### src/rtl/score_counter_if.sv
// score_counter_if: groups the player-facing signals of the score counter.
//   inc_btn   raw asynchronous "add point" button
//   dec_btn   raw asynchronous "remove point" button
//   clr       synchronous level "new game" request
//   score     current score, 0..31
//   game_over high while the game is won
//   step      one-cycle pulse on every score change
// master drives the buttons and clr and observes the score; slave is the counter.
interface score_counter_if;
  logic       inc_btn;
  logic       dec_btn;
  logic       clr;
  logic [4:0] score;
  logic       game_over;
  logic       step;

  modport master (
    output inc_btn, dec_btn, clr,
    input  score, game_over, step
  );

  modport slave (
    input  inc_btn, dec_btn, clr,
    output score, game_over, step
  );
endinterface

### src/rtl/score_counter.sv
// score_debounce: two-flop synchronizer, level debouncer and rising-edge
// press detector for one raw push-button.
//   clk      clock
//   rst      synchronous active-high reset
//   btn_raw  raw asynchronous button level
//   press    one-cycle pulse on each accepted low-to-high transition
module score_debounce #(
  parameter int unsigned DEBOUNCE_CYCLES = 16
) (
  input  logic clk,
  input  logic rst,
  input  logic btn_raw,
  output logic press
);
  // cnt only ever holds 0..DEBOUNCE_CYCLES-1; it clears on the edge it would
  // have reached DEBOUNCE_CYCLES.
  localparam int unsigned CW = (DEBOUNCE_CYCLES > 1) ? $clog2(DEBOUNCE_CYCLES) : 1;
  localparam logic [CW-1:0] CNT_LAST = CW'(DEBOUNCE_CYCLES - 1);

  logic          s1;
  logic          s2;
  logic          deb;
  logic          deb_q;
  logic [CW-1:0] cnt;

  always_ff @(posedge clk) begin
    if (rst) begin
      s1    <= 1'b0;
      s2    <= 1'b0;
      deb   <= 1'b0;
      deb_q <= 1'b0;
      cnt   <= '0;
    end else begin
      s1    <= btn_raw;
      s2    <= s1;
      deb_q <= deb;
      if (s2 == deb) begin
        cnt <= '0;
      end else if (cnt == CNT_LAST) begin
        deb <= s2;
        cnt <= '0;
      end else begin
        cnt <= cnt + 1'b1;
      end
    end
  end

  assign press = deb & ~deb_q;
endmodule

// score_counter: debounces the two player buttons and keeps a 5-bit
// saturating score with a win condition.
//   clk   clock, all updates on the rising edge
//   rst   synchronous active-high reset
//   bus   score_counter_if.slave: inc_btn, dec_btn, clr in; score,
//         game_over, step out (all outputs registered)
//
// state | meaning
// PLAY  | game in progress, presses change the score
// WON   | score reached WIN_SCORE, presses ignored until clr/rst
module score_counter #(
  parameter int unsigned DEBOUNCE_CYCLES = 16,
  parameter int unsigned WIN_SCORE       = 21
) (
  input  logic                 clk,
  input  logic                 rst,
  score_counter_if.slave       bus
);
  localparam logic [4:0] WIN_VAL   = 5'(WIN_SCORE);
  localparam logic [4:0] SCORE_MAX = 5'd31;

  typedef enum logic {
    PLAY = 1'b0,
    WON  = 1'b1
  } state_t;

  state_t     state;
  state_t     state_nxt;
  logic [4:0] score_r;
  logic [4:0] score_nxt;
  logic       step_r;
  logic       step_nxt;
  logic       inc_press;
  logic       dec_press;

  score_debounce #(.DEBOUNCE_CYCLES(DEBOUNCE_CYCLES)) u_deb_inc (
    .clk     (clk),
    .rst     (rst),
    .btn_raw (bus.inc_btn),
    .press   (inc_press)
  );

  score_debounce #(.DEBOUNCE_CYCLES(DEBOUNCE_CYCLES)) u_deb_dec (
    .clk     (clk),
    .rst     (rst),
    .btn_raw (bus.dec_btn),
    .press   (dec_press)
  );

  always_ff @(posedge clk) begin
    if (rst) begin
      state   <= PLAY;
      score_r <= '0;
      step_r  <= 1'b0;
    end else begin
      state   <= state_nxt;
      score_r <= score_nxt;
      step_r  <= step_nxt;
    end
  end

  always_comb begin
    state_nxt = state;
    score_nxt = score_r;
    step_nxt  = 1'b0;
    if (bus.clr) begin
      // clr wins over any press arriving in the same cycle.
      score_nxt = '0;
      state_nxt = PLAY;
      step_nxt  = (score_r != '0);
    end else if (state == PLAY) begin
      // Simultaneous presses cancel and fall through with no change.
      if (inc_press && !dec_press) begin
        if (score_r != SCORE_MAX) begin
          score_nxt = score_r + 5'd1;
          step_nxt  = 1'b1;
          if (score_nxt == WIN_VAL) begin
            state_nxt = WON;
          end
        end
      end else if (dec_press && !inc_press) begin
        if (score_r != '0) begin
          score_nxt = score_r - 5'd1;
          step_nxt  = 1'b1;
        end
      end
    end
  end

  assign bus.score     = score_r;
  assign bus.step      = step_r;
  assign bus.game_over = (state == WON);
endmodule

### src/flat_wrapper.sv
// flat-port wrapper written by rule: the top's interface ports become plain ports
module score_counter_flat 
#(
  parameter int unsigned DEBOUNCE_CYCLES = 16,
  parameter int unsigned WIN_SCORE       = 21
)
  (clk, rst, bus_inc_btn, bus_dec_btn, bus_clr, bus_score, bus_game_over, bus_step);
  score_counter_if bus_i ();
  input  logic clk;
  input  logic rst;
  input wire logic [$bits(bus_i.inc_btn)-1:0] bus_inc_btn;
  input wire logic [$bits(bus_i.dec_btn)-1:0] bus_dec_btn;
  input wire logic [$bits(bus_i.clr)-1:0] bus_clr;
  output wire logic [$bits(bus_i.score)-1:0] bus_score;
  output wire logic [$bits(bus_i.game_over)-1:0] bus_game_over;
  output wire logic [$bits(bus_i.step)-1:0] bus_step;
  assign bus_i.inc_btn = bus_inc_btn;
  assign bus_i.dec_btn = bus_dec_btn;
  assign bus_i.clr = bus_clr;
  assign bus_score = bus_i.score;
  assign bus_game_over = bus_i.game_over;
  assign bus_step = bus_i.step;
  score_counter #(.DEBOUNCE_CYCLES(DEBOUNCE_CYCLES), .WIN_SCORE(WIN_SCORE)) u_core (.clk(clk), .rst(rst), .bus(bus_i));
endmodule
### config.mk
export PLATFORM = sky130hd
export DESIGN_NAME = score_counter_flat
export DESIGN_NICKNAME = d
export VERILOG_FILES = /design/src/rtl/score_counter_if.sv /design/src/rtl/score_counter.sv /design/src/flat_wrapper.sv
export SDC_FILE = /design/constraint.sdc
export NUM_CORES = 1
export LEC_CHECK = 0
export ABC_AREA = 1
export BUFFER_PORTS_ARGS = -buffer_cell sky130_fd_sc_hd__buf_2
export CORE_ASPECT_RATIO = 1.2
export CORE_MARGIN = 3
export CORE_UTILIZATION = 45
export DETAILED_ROUTE_END_ITERATION = 10
export GPL_ROUTABILITY_DRIVEN = 0
export GPL_TIMING_DRIVEN = 0
export PLACE_DENSITY = 0.71
export SLEW_MARGIN = 20
export SYNTH_ARGS = -nofsm -noshare
export SYNTH_HDL_FRONTEND = slang
export SYNTH_HIERARCHICAL = 1
export SYNTH_SLANG_ARGS = --single-unit
export TNS_END_PERCENT = 1
### constraint.sdc
create_clock -name clk -period 2.7 [get_ports clk]
set_input_delay 0.135 -clock clk [delete_from_list [all_inputs] [get_ports clk]]
set_output_delay 0.135 -clock clk [all_outputs]
set_load 0.1 [all_outputs]
# Yosys cells after proc, flatten, opt, wreduce, memory -nomap -nowiden
# Index checks and enable logic that the tools add are counted.
dict set report totals {
  word_cells 58
  reg_bits 23
  output_inout_bits 7
}
dict set report op_classes {
  bitwise_logic 7
  n_mux 14
  add_sub_neg 4
  n_eq_ne 7
  n_reduce_logical 13
}
# cell n
set ops {}
lappend ops {{5-bit 2-to-1 mux} 4}
lappend ops {{1-bit 2-to-1 mux} 10}
lappend ops {{4-bit by 1-bit adder with 4-bit output, second input constant} 2}
lappend ops {{4-bit == test, second input constant} 2}
lappend ops {{3-bit OR reduction} 2}
lappend ops {{5-bit by 1-bit adder with 5-bit output, second input constant} 1}
lappend ops {{5-bit == test, second input constant} 1}
lappend ops {{5-bit inequality test, second input constant} 1}
lappend ops {{1-bit NOT} 5}
lappend ops {{5-bit nonzero test} 1}
lappend ops {{5-bit by 1-bit subtractor with 5-bit output, second input constant} 1}
lappend ops {{2-bit AND reduction} 2}
lappend ops {{4-bit AND reduction} 1}
lappend ops {{2-bit nonzero test} 2}
lappend ops {{1-bit AND} 2}
lappend ops {{1-bit == test} 2}
lappend ops {{1-bit logical AND} 2}
lappend ops {{1-bit zero test} 2}
lappend ops {{2-bit inequality test, second input constant} 1}
lappend ops {{2-bit OR reduction} 1}

# Depth between registers and ports, before layout
# Gate-level depths: netlist of run 1.
dict set report depth {
  ltp_word 8
  ltp_mapped 12
  depth_no_buf 11
}

# By module
# Netlist of run 1, hierarchy kept.
# module seq_area_each_um2 instances area_per_inst_um2 cells_per_inst
set by_module_without_submodules {}
lappend by_module_without_submodules {score_debounce 160.2 2 299.0 37}
lappend by_module_without_submodules {score_counter 140.1 1 545.5 83}

# Least setup slack after synthesis of run 1
# Ideal clock, no wire load.
dict set report synth_timing {
  kind {reg2reg}
  start {register u_core.score_r[1] (netlist: u_core/bus.score[1])}
  end {register u_core.score_r[1] (netlist: u_core/bus.score[1])}
  synth_period_minus_slack_ns 2.264
  path_stages_with_launch 12
  arrival_time_ns 2.146
  path_slack_ns 0.436
  setup_ns 0.117
  path_cell_list {dfxtp_1 > ha_1 > nand2_1 > nor2_1 > ha_1 > nand2_4 > nand2_4 > nor2_4 > nand2_4 > inv_2 > nor2_1 > nor2_1}
}
dict set report synth_between {
  elab_chain_len 4
}
# element line_no
set synth_rtl {}
lappend synth_rtl {{from (decl)} score_counter.sv:79} ;# logic [4:0] score_r;
lappend synth_rtl {{from (signal assigned)} score_counter.sv:107} ;# score_r <= score_nxt;
lappend synth_rtl {{5-bit by 1-bit subtractor with 5-bit output} score_counter.sv:133} ;# score_nxt = score_r - 5'd1;
lappend synth_rtl {{5-bit 2-to-1 mux} score_counter.sv:132} ;# if (score_r != '0) begin
lappend synth_rtl {{5-bit 2-to-1 mux} score_counter.sv:131} ;# end else if (dec_press && !inc_press) begin
lappend synth_rtl {{5-bit 2-to-1 mux} score_counter.sv:123} ;# if (inc_press && !dec_press) begin
# Parallel ways exist; a longest one is shown, timed or not. The select of a mux whose other input is x is not followed.
# A chain may end at the register's enable or synchronous reset.

# Worst setup path in the final report of run 1
dict set report layout_timing {
  start {register u_core.score_r[0] (netlist: u_core/bus.score[0])}
  end {register u_core.score_r[0] (netlist: u_core/bus.score[0])}
}
# Same word-level chain as after synthesis.

==> flow_metrics.env, run 1 <==
export IMPL_drc=0
export IMPL_cp_cell_sequence="ha_1, nand2_1, nor2_1, ha_1, nand2_4, nand2_4, nor2_4, nand2_4, o21ai_0, nor2_1"
export IMPL_dieArea_mm2=0.00318
export IMPL_cp_required_ns=2.92
export IMPL_clk_pin_slew_worst_paths_ns=0.13
export IMPL_grt_max_degree=14
export IMPL_final_antenna_net_count=0
export IMPL_leakagePower_uw=0.000634
export IMPL_initialDrtViolationCount=16
export IMPL_power_density_mw_per_mm2=408
export IMPL_synth_top_area_share_pct=40.3
export IMPL_ys_warn_count=6
export IMPL_synth_edff_count=0
export IMPL_period_minus_slack_ns=1.62
export IMPL_whs_endpoint="u_core/u_deb_inc/s1$_SDFF_PP0_"
export IMPL_htree_levels=1
export IMPL_hp_start="bus_inc_btn"
export IMPL_synth_cell_types=19
export IMPL_clkSinkCount=23
export IMPL_slew_viol_final=0
export IMPL_hold_viol_final=0
export IMPL_synth_top_cell_by_area="dfxtp_1"
export IMPL_ys_ff_latch=23
export IMPL_fin_skew_ns=0.00421
export IMPL_cts_root_buf="clkbuf_4"
export IMPL_setup_violations_final=0
export IMPL_syn_inst=157
export IMPL_synth_area_mm2=0.00114
export IMPL_ioPinCount=12
export IMPL_dp_hpwl_um=1510
export IMPL_async_flop_share_pct=0
export IMPL_viasPerCell=4.72
export IMPL_path_delay_family="simple AND/OR/NAND/NOR gates"
export IMPL_timing_setup_tns_ns=0
export IMPL_diodes=0
export IMPL_port_buffers=11
export IMPL_insertion_delay_ns=0.31
export IMPL_cts_resized_gates=0
export IMPL_cts_buffer_depth=2
export IMPL_die_width_um=52.0
export IMPL_core_area_mm2=0.00235
export IMPL_crit_reg2reg_launch="u_core/bus.score[0]$_SDFFE_PP0P_"
export IMPL_grt_pass1_vias=837
export IMPL_gr_total_overflow=0
export IMPL_synth_area_top_cells="dfxtp_1 (40%), nor2_1 (14%), nand2_1 (9.2%), ha_1 (7.7%), inv_1 (6.9%)"
export IMPL_initial_core_util_pct=48.6
export IMPL_crit_path_end_kind="flop"
export IMPL_placed_cells=199
export IMPL_fmax_mhz=617
export IMPL_max_cap_viol_count=0
export IMPL_worstReg2RegEnd="u_core/bus.score[0]$_SDFFE_PP0P_"
export IMPL_tritoncts="done"
export IMPL_drt_pass1_iterations=4
export IMPL_wl_per_cell_um=9.49
export IMPL_slowest_stage="dfxtp_1"
export IMPL_syn2layout_area_growth_pct=10.6
export IMPL_syn_avg_cell_area_um2=7.28
export IMPL_die_h_um=61.2
export IMPL_fin_nets=185
export IMPL_groute_usage_overall_pct=13.2
export IMPL_cts_setup_buffers=0
export IMPL_antenna_found_initial=0
export IMPL_tightestPinTransition_ns=0.486
export IMPL_final_cells=203
export IMPL_max_slew_margin_pct=67.9
export IMPL_vdd_drop_max_v=0.000330
export IMPL_rr_worst_depth=10
export IMPL_n_fill_cell=231
export IMPL_syn_num_nets=169
export IMPL_seq_area_frac_synth_pct=40.3
export IMPL_arrival_ns=1.84
export IMPL_placementRows=19
export IMPL_crit_path_frequent_cell="nand2_4"
export IMPL_hold_path_class="in -> reg"
export IMPL_routed_wl_um=1930
export IMPL_hold_buffers=0
export IMPL_outcome="finished, final reports clean"
export IMPL_rsz0062_at_grt="no"
export IMPL_largest_reg_flops=5
export IMPL_numCtsBuffers=3
export IMPL_synth_common_cells="nor2_1 (42), nand2_1 (28), dfxtp_1 (23), inv_1 (21), nand3_1 (8)"
export IMPL_period_share_pct=60.1
export IMPL_yosysMostFrequentCell="nor2_1"
export IMPL_critPathBufInv=0
export IMPL_max_stage_delay_ns=0.38
export IMPL_num_vias=958
export IMPL_final_layout_size_suffix_gt1_share_pct=16.9
export IMPL_grt_first_pass_wirelength_um=3130
export IMPL_ys_flop_type="dfxtp_1"
export IMPL_min_path_cells=3
export IMPL_r2r_slack_ns=1.08
export IMPL_worst_setup_path_start_kind="flop"
export IMPL_crit_type="reg -> reg"
export IMPL_path_max_fanout=9
-- layer usage --
metal  up-vias  global-route usage (%)  part of all wire, %  routed length, um
met3         2                    2.91                  3.4                 66
met4         0                    8.24                 0.99                 19
met2        15                    23.3                   50                960
met1       427                    14.3                   46                880
met5         -                       0                    0                  0
li1        514                       -                    -                  -
-- area by class of cell --
cell class | instances | area, um^2 | share of cell area, %
Tap cell | 31 | 38.8 | 3.07
Timing Repair Buffer | 11 | 55.1 | 4.35
Clock inverter | 1 | 5.00 | 0.396
Sequential cell | 23 | 460 | 36.4
Buffer | 1 | 11.3 | 0.890
Clock buffer | 3 | 22.5 | 1.78
Multi-Input combinational cell | 109 | 582 | 46.0
Inverter | 24 | 90.1 | 7.12
-- cell usage in the layout (no fill, tap or decap) --
cell type	Yosys	layout
buf_6	1	1
clkinv_2	0	1
a21oi_1	2	2
inv_1	21	21
nand2_4	3	3
o21ai_0	3	3
clkbuf_4	0	3
xnor2_1	3	3
inv_2	3	3
nor2_4	1	1
nand3_1	8	8
ha_1	7	7
nand4_2	1	1
nand4_1	3	3
buf_2	0	11
nand2_1	28	28
dfxtp_1	23	23
nor2_2	1	1
a21boi_1	1	1
nor3_1	2	2
nor2_1	42	42
nand3_2	4	4
-- cell families after synthesis --
logic type      share of synthesized area [%]
fa+ha+maj                                7.66
flops                                    40.3
compound gates                           2.84
simple gates                             38.1
xor+xnor                                 2.30
buf+inv                                  8.86
-- power by group --
part | switching, uW | internal, uW | total (uW)
Combinational | 8.87 | 5.32 | 14.2
Sequential | 2.10 | 343 | 345
Clock | 102 | 55.3 | 157
Total | 113 | 404 | 516
-- through the flow --
step	setup WS, ns	hold slack [ns]	utilization, %	area [um^2]	power [uW]
floorplan	0.436	0.206	-	1140	360
global placement	1.13	0.339	52.6	1240	366
detailed placement	1.10	0.344	52.6	1240	367
CTS	1.08	0.000294	53.7	1260	526
global route	0.960	0.0164	53.7	1260	538
finish	1.08	0.0179	53.7	1260	516
-- worst max path at each step --
stage                                                 from                                to  cells after the start
after CTS                 u_core/bus.score[1]$_SDFFE_PP0P_  u_core/bus.score[0]$_SDFFE_PP0P_                     11
final                     u_core/bus.score[0]$_SDFFE_PP0P_  u_core/bus.score[0]$_SDFFE_PP0P_                     10
after global placement    u_core/bus.score[1]$_SDFFE_PP0P_  u_core/bus.score[1]$_SDFFE_PP0P_                     11
after floorplan           u_core/bus.score[1]$_SDFFE_PP0P_  u_core/bus.score[1]$_SDFFE_PP0P_                     11
after detailed placement  u_core/bus.score[0]$_SDFFE_PP0P_  u_core/bus.score[0]$_SDFFE_PP0P_                     10
after global routing      u_core/bus.score[1]$_SDFFE_PP0P_  u_core/bus.score[1]$_SDFFE_PP0P_                     11
-- worst reg2reg max path, stage by stage (launching register included) --
cell and delay [ns]:
dfxtp_1 0.38, ha_1 0.24, nand2_1 0.09, nor2_1 0.05
ha_1 0.22, nand2_4 0.09, nand2_4 0.05, nor2_4 0.09
nand2_4 0.09, o21ai_0 0.18, nor2_1 0.06
Power figures use the tool's default switching activity.
==> run 2, diff against run 1 <==
PLACE_DENSITY = 0.73   (was 0.71)
clock period = 1.4 ns   (was 2.7 ns; I/O delays follow)
==> run 2 against run 1 <==
  * The flow now finishes with violations (negative setup slack)
  * Clock skew shrank 0.0030 ns
  * First-iteration DRC count grew 81%
  * Largest power group unchanged
  * Register-to-register slack lost 1.1 ns
==> flow_metrics.env, run 2 (same netlist as run 1, synthesis figures left out) <==
export IMPL_port_buffers=11
export IMPL_path_max_fanout=5
export IMPL_hold_path_class="in -> reg"
export IMPL_worstReg2RegEnd="u_core/bus.score[0]$_SDFFE_PP0P_"
export IMPL_grt_max_degree=14
export IMPL_leakagePower_uw=0.000699
export IMPL_diodes=0
export IMPL_arrival_ns=1.67
export IMPL_pre_cts_slack_ns=-0.217
export IMPL_hp_start="rst"
export IMPL_period_share_pct=104
export IMPL_drc=0
export IMPL_slew_viol_final=0
export IMPL_routed_wl_um=2200
export IMPL_cp_required_ns=1.61
export IMPL_worst_setup_path_start_kind="flop"
export IMPL_cts_buffer_depth=2
export IMPL_rr_worst_depth=10
export IMPL_antenna_found_initial=0
export IMPL_fmax_mhz=686
export IMPL_wl_per_cell_um=10.4
export IMPL_mostFrequentLayoutCells="nor2_1 (37), nand2_1 (27), inv_1 (20)"
export IMPL_insertion_delay_ns=0.31
export IMPL_syn2layout_area_growth_pct=26.7
export IMPL_die_h_um=61.2
export IMPL_groute_usage_overall_pct=15.7
export IMPL_num_vias=1021
export IMPL_whs_endpoint="u_core/u_deb_dec/s2$_SDFF_PP0_"
export IMPL_outcome="finished, violations left"
export IMPL_final_cells=212
export IMPL_fin_nets=194
export IMPL_clkSinkCount=23
export IMPL_fin_skew_ns=0.00118
export IMPL_fin_util_pct=61.6
export IMPL_power_density_mw_per_mm2=684
export IMPL_drt_pass1_iterations=4
export IMPL_r2r_slack_ns=-0.06
export IMPL_dp_hpwl_um=1480
export IMPL_crit_reg2reg_launch="u_core/bus.score[0]$_SDFFE_PP0P_"
export IMPL_vdd_drop_max_v=0.000538
export IMPL_crit_type="reg -> reg"
export IMPL_grt_pass1_vias=940
export IMPL_setup_violations_final=5
export IMPL_gr_total_overflow=0
export IMPL_max_slew_margin_pct=67.9
export IMPL_tritoncts="done"
export IMPL_initialDrtViolationCount=29
export IMPL_placed_cells=199
export IMPL_viasPerCell=4.82
export IMPL_numCtsBuffers=3
export IMPL_final_antenna_net_count=0
export IMPL_placementRows=19
export IMPL_period_minus_slack_ns=1.46
export IMPL_initial_core_util_pct=48.6
export IMPL_setup_ws_ns=-0.0576
export IMPL_tightestPinTransition_ns=0.485
export IMPL_ioPinCount=12
export IMPL_core_area_mm2=0.00235
export IMPL_failed_checks="negative setup slack"
export IMPL_grt_first_pass_wirelength_um=3710
export IMPL_max_cap_viol_count=0
export IMPL_min_path_cells=2
export IMPL_cts_root_buf="clkbuf_4"
export IMPL_hold_viol_final=0
export IMPL_clk_pin_slew_worst_paths_ns=0.12
export IMPL_largest_reg_flops=5
export IMPL_dieArea_mm2=0.00318
export IMPL_mostFrequentLayoutCell="nor2_1"
export IMPL_htree_levels=1
export IMPL_crit_path_end_kind="flop"
export IMPL_final_layout_size_suffix_gt1_share_pct=33.1
export IMPL_die_width_um=52.0
export IMPL_rsz0062_at_grt="yes"
run 2: cell count changes in the layout (fill, tap and decap cells not counted), moves of 4 or more:
cell	previous run	this run
buf_4	0	7
dfxtp_1	23	15
dfxtp_2	0	4
dfxtp_4	0	4
ha_1	7	2
nor2_1	42	37
nor2_2	1	5
run 2: final cells by class:
cell class	instances	area [um^2]
Clock buffer	3	22.5
Clock inverter	1	5.00
Fill cell	218	905
Inverter	24	95.1
Multi-Input combinational cell	110	679
Sequential cell	23	480
Tap cell	31	38.8
Timing Repair Buffer	20	128
run 2: critical path: stages (launching register included):
cell and delay, ns:
dfxtp_4 0.38, ha_4 0.16, nand2_2 0.06, nor2_2 0.04
ha_2 0.19, nand2_4 0.06, nand2_4 0.05, nor2_4 0.14
nand2_4 0.10, o21ai_2 0.12, nor2_1 0.06
run 2: worst max-delay path by stage:
stage	startpoint	end	cells after the start
after floorplan	u_core/bus.score[1]$_SDFFE_PP0P_	u_core/bus.score[1]$_SDFFE_PP0P_	11
after global placement	u_core/u_deb_dec/deb$_SDFFE_PP0P_	u_core/bus.score[1]$_SDFFE_PP0P_	11
after detailed placement	u_core/u_deb_dec/deb$_SDFFE_PP0P_	u_core/bus.score[0]$_SDFFE_PP0P_	11
after CTS	u_core/u_deb_dec/deb$_SDFFE_PP0P_	u_core/bus.score[0]$_SDFFE_PP0P_	11
after global routing	u_core/bus.score[0]$_SDFFE_PP0P_	u_core/bus.score[3]$_SDFFE_PP0P_	11
final	u_core/bus.score[0]$_SDFFE_PP0P_	u_core/bus.score[0]$_SDFFE_PP0P_	10
run 2: metal layers:
metal | global-route usage (%) | part of all wire (%)
met1 | 16.5 | 41
met2 | 29.6 | 52
met3 | 2.91 | 4.9
met4 | 7.87 | 2.3
met5 | 0 | 0
run 2: repair_timing:
item | CTS | global route
gates resized for setup | 9 | 15
setup buffers | 7 | 0
pin swaps | 10 | 11
hold endpoints to repair | 2 | 0
endpoints found under the setup margin | 7 | 7
hold buffers | 2 | 0
gates cloned | 1 | 0
run 2: power breakdown:
group	switching, uW	internal, uW
logic	18.7	14.7
registers	4.20	653
clock network	193	107
run 2: per-stage QoR:
step / setup TNS [ns] / total power [uW] / hold WS (ns) / instance area (um^2)
floorplan: -1.14 / 686 / 0.141 / 1180
global placement: -0.547 / 698 / 0.270 / 1270
detailed placement: -0.883 / 700 / 0.290 / 1270
CTS: -0.300 / 1010 / 0.0442 / 1400
global route: -0.755 / 1030 / 0.0714 / 1450
finish: -0.191 / 991 / 0.0583 / 1450
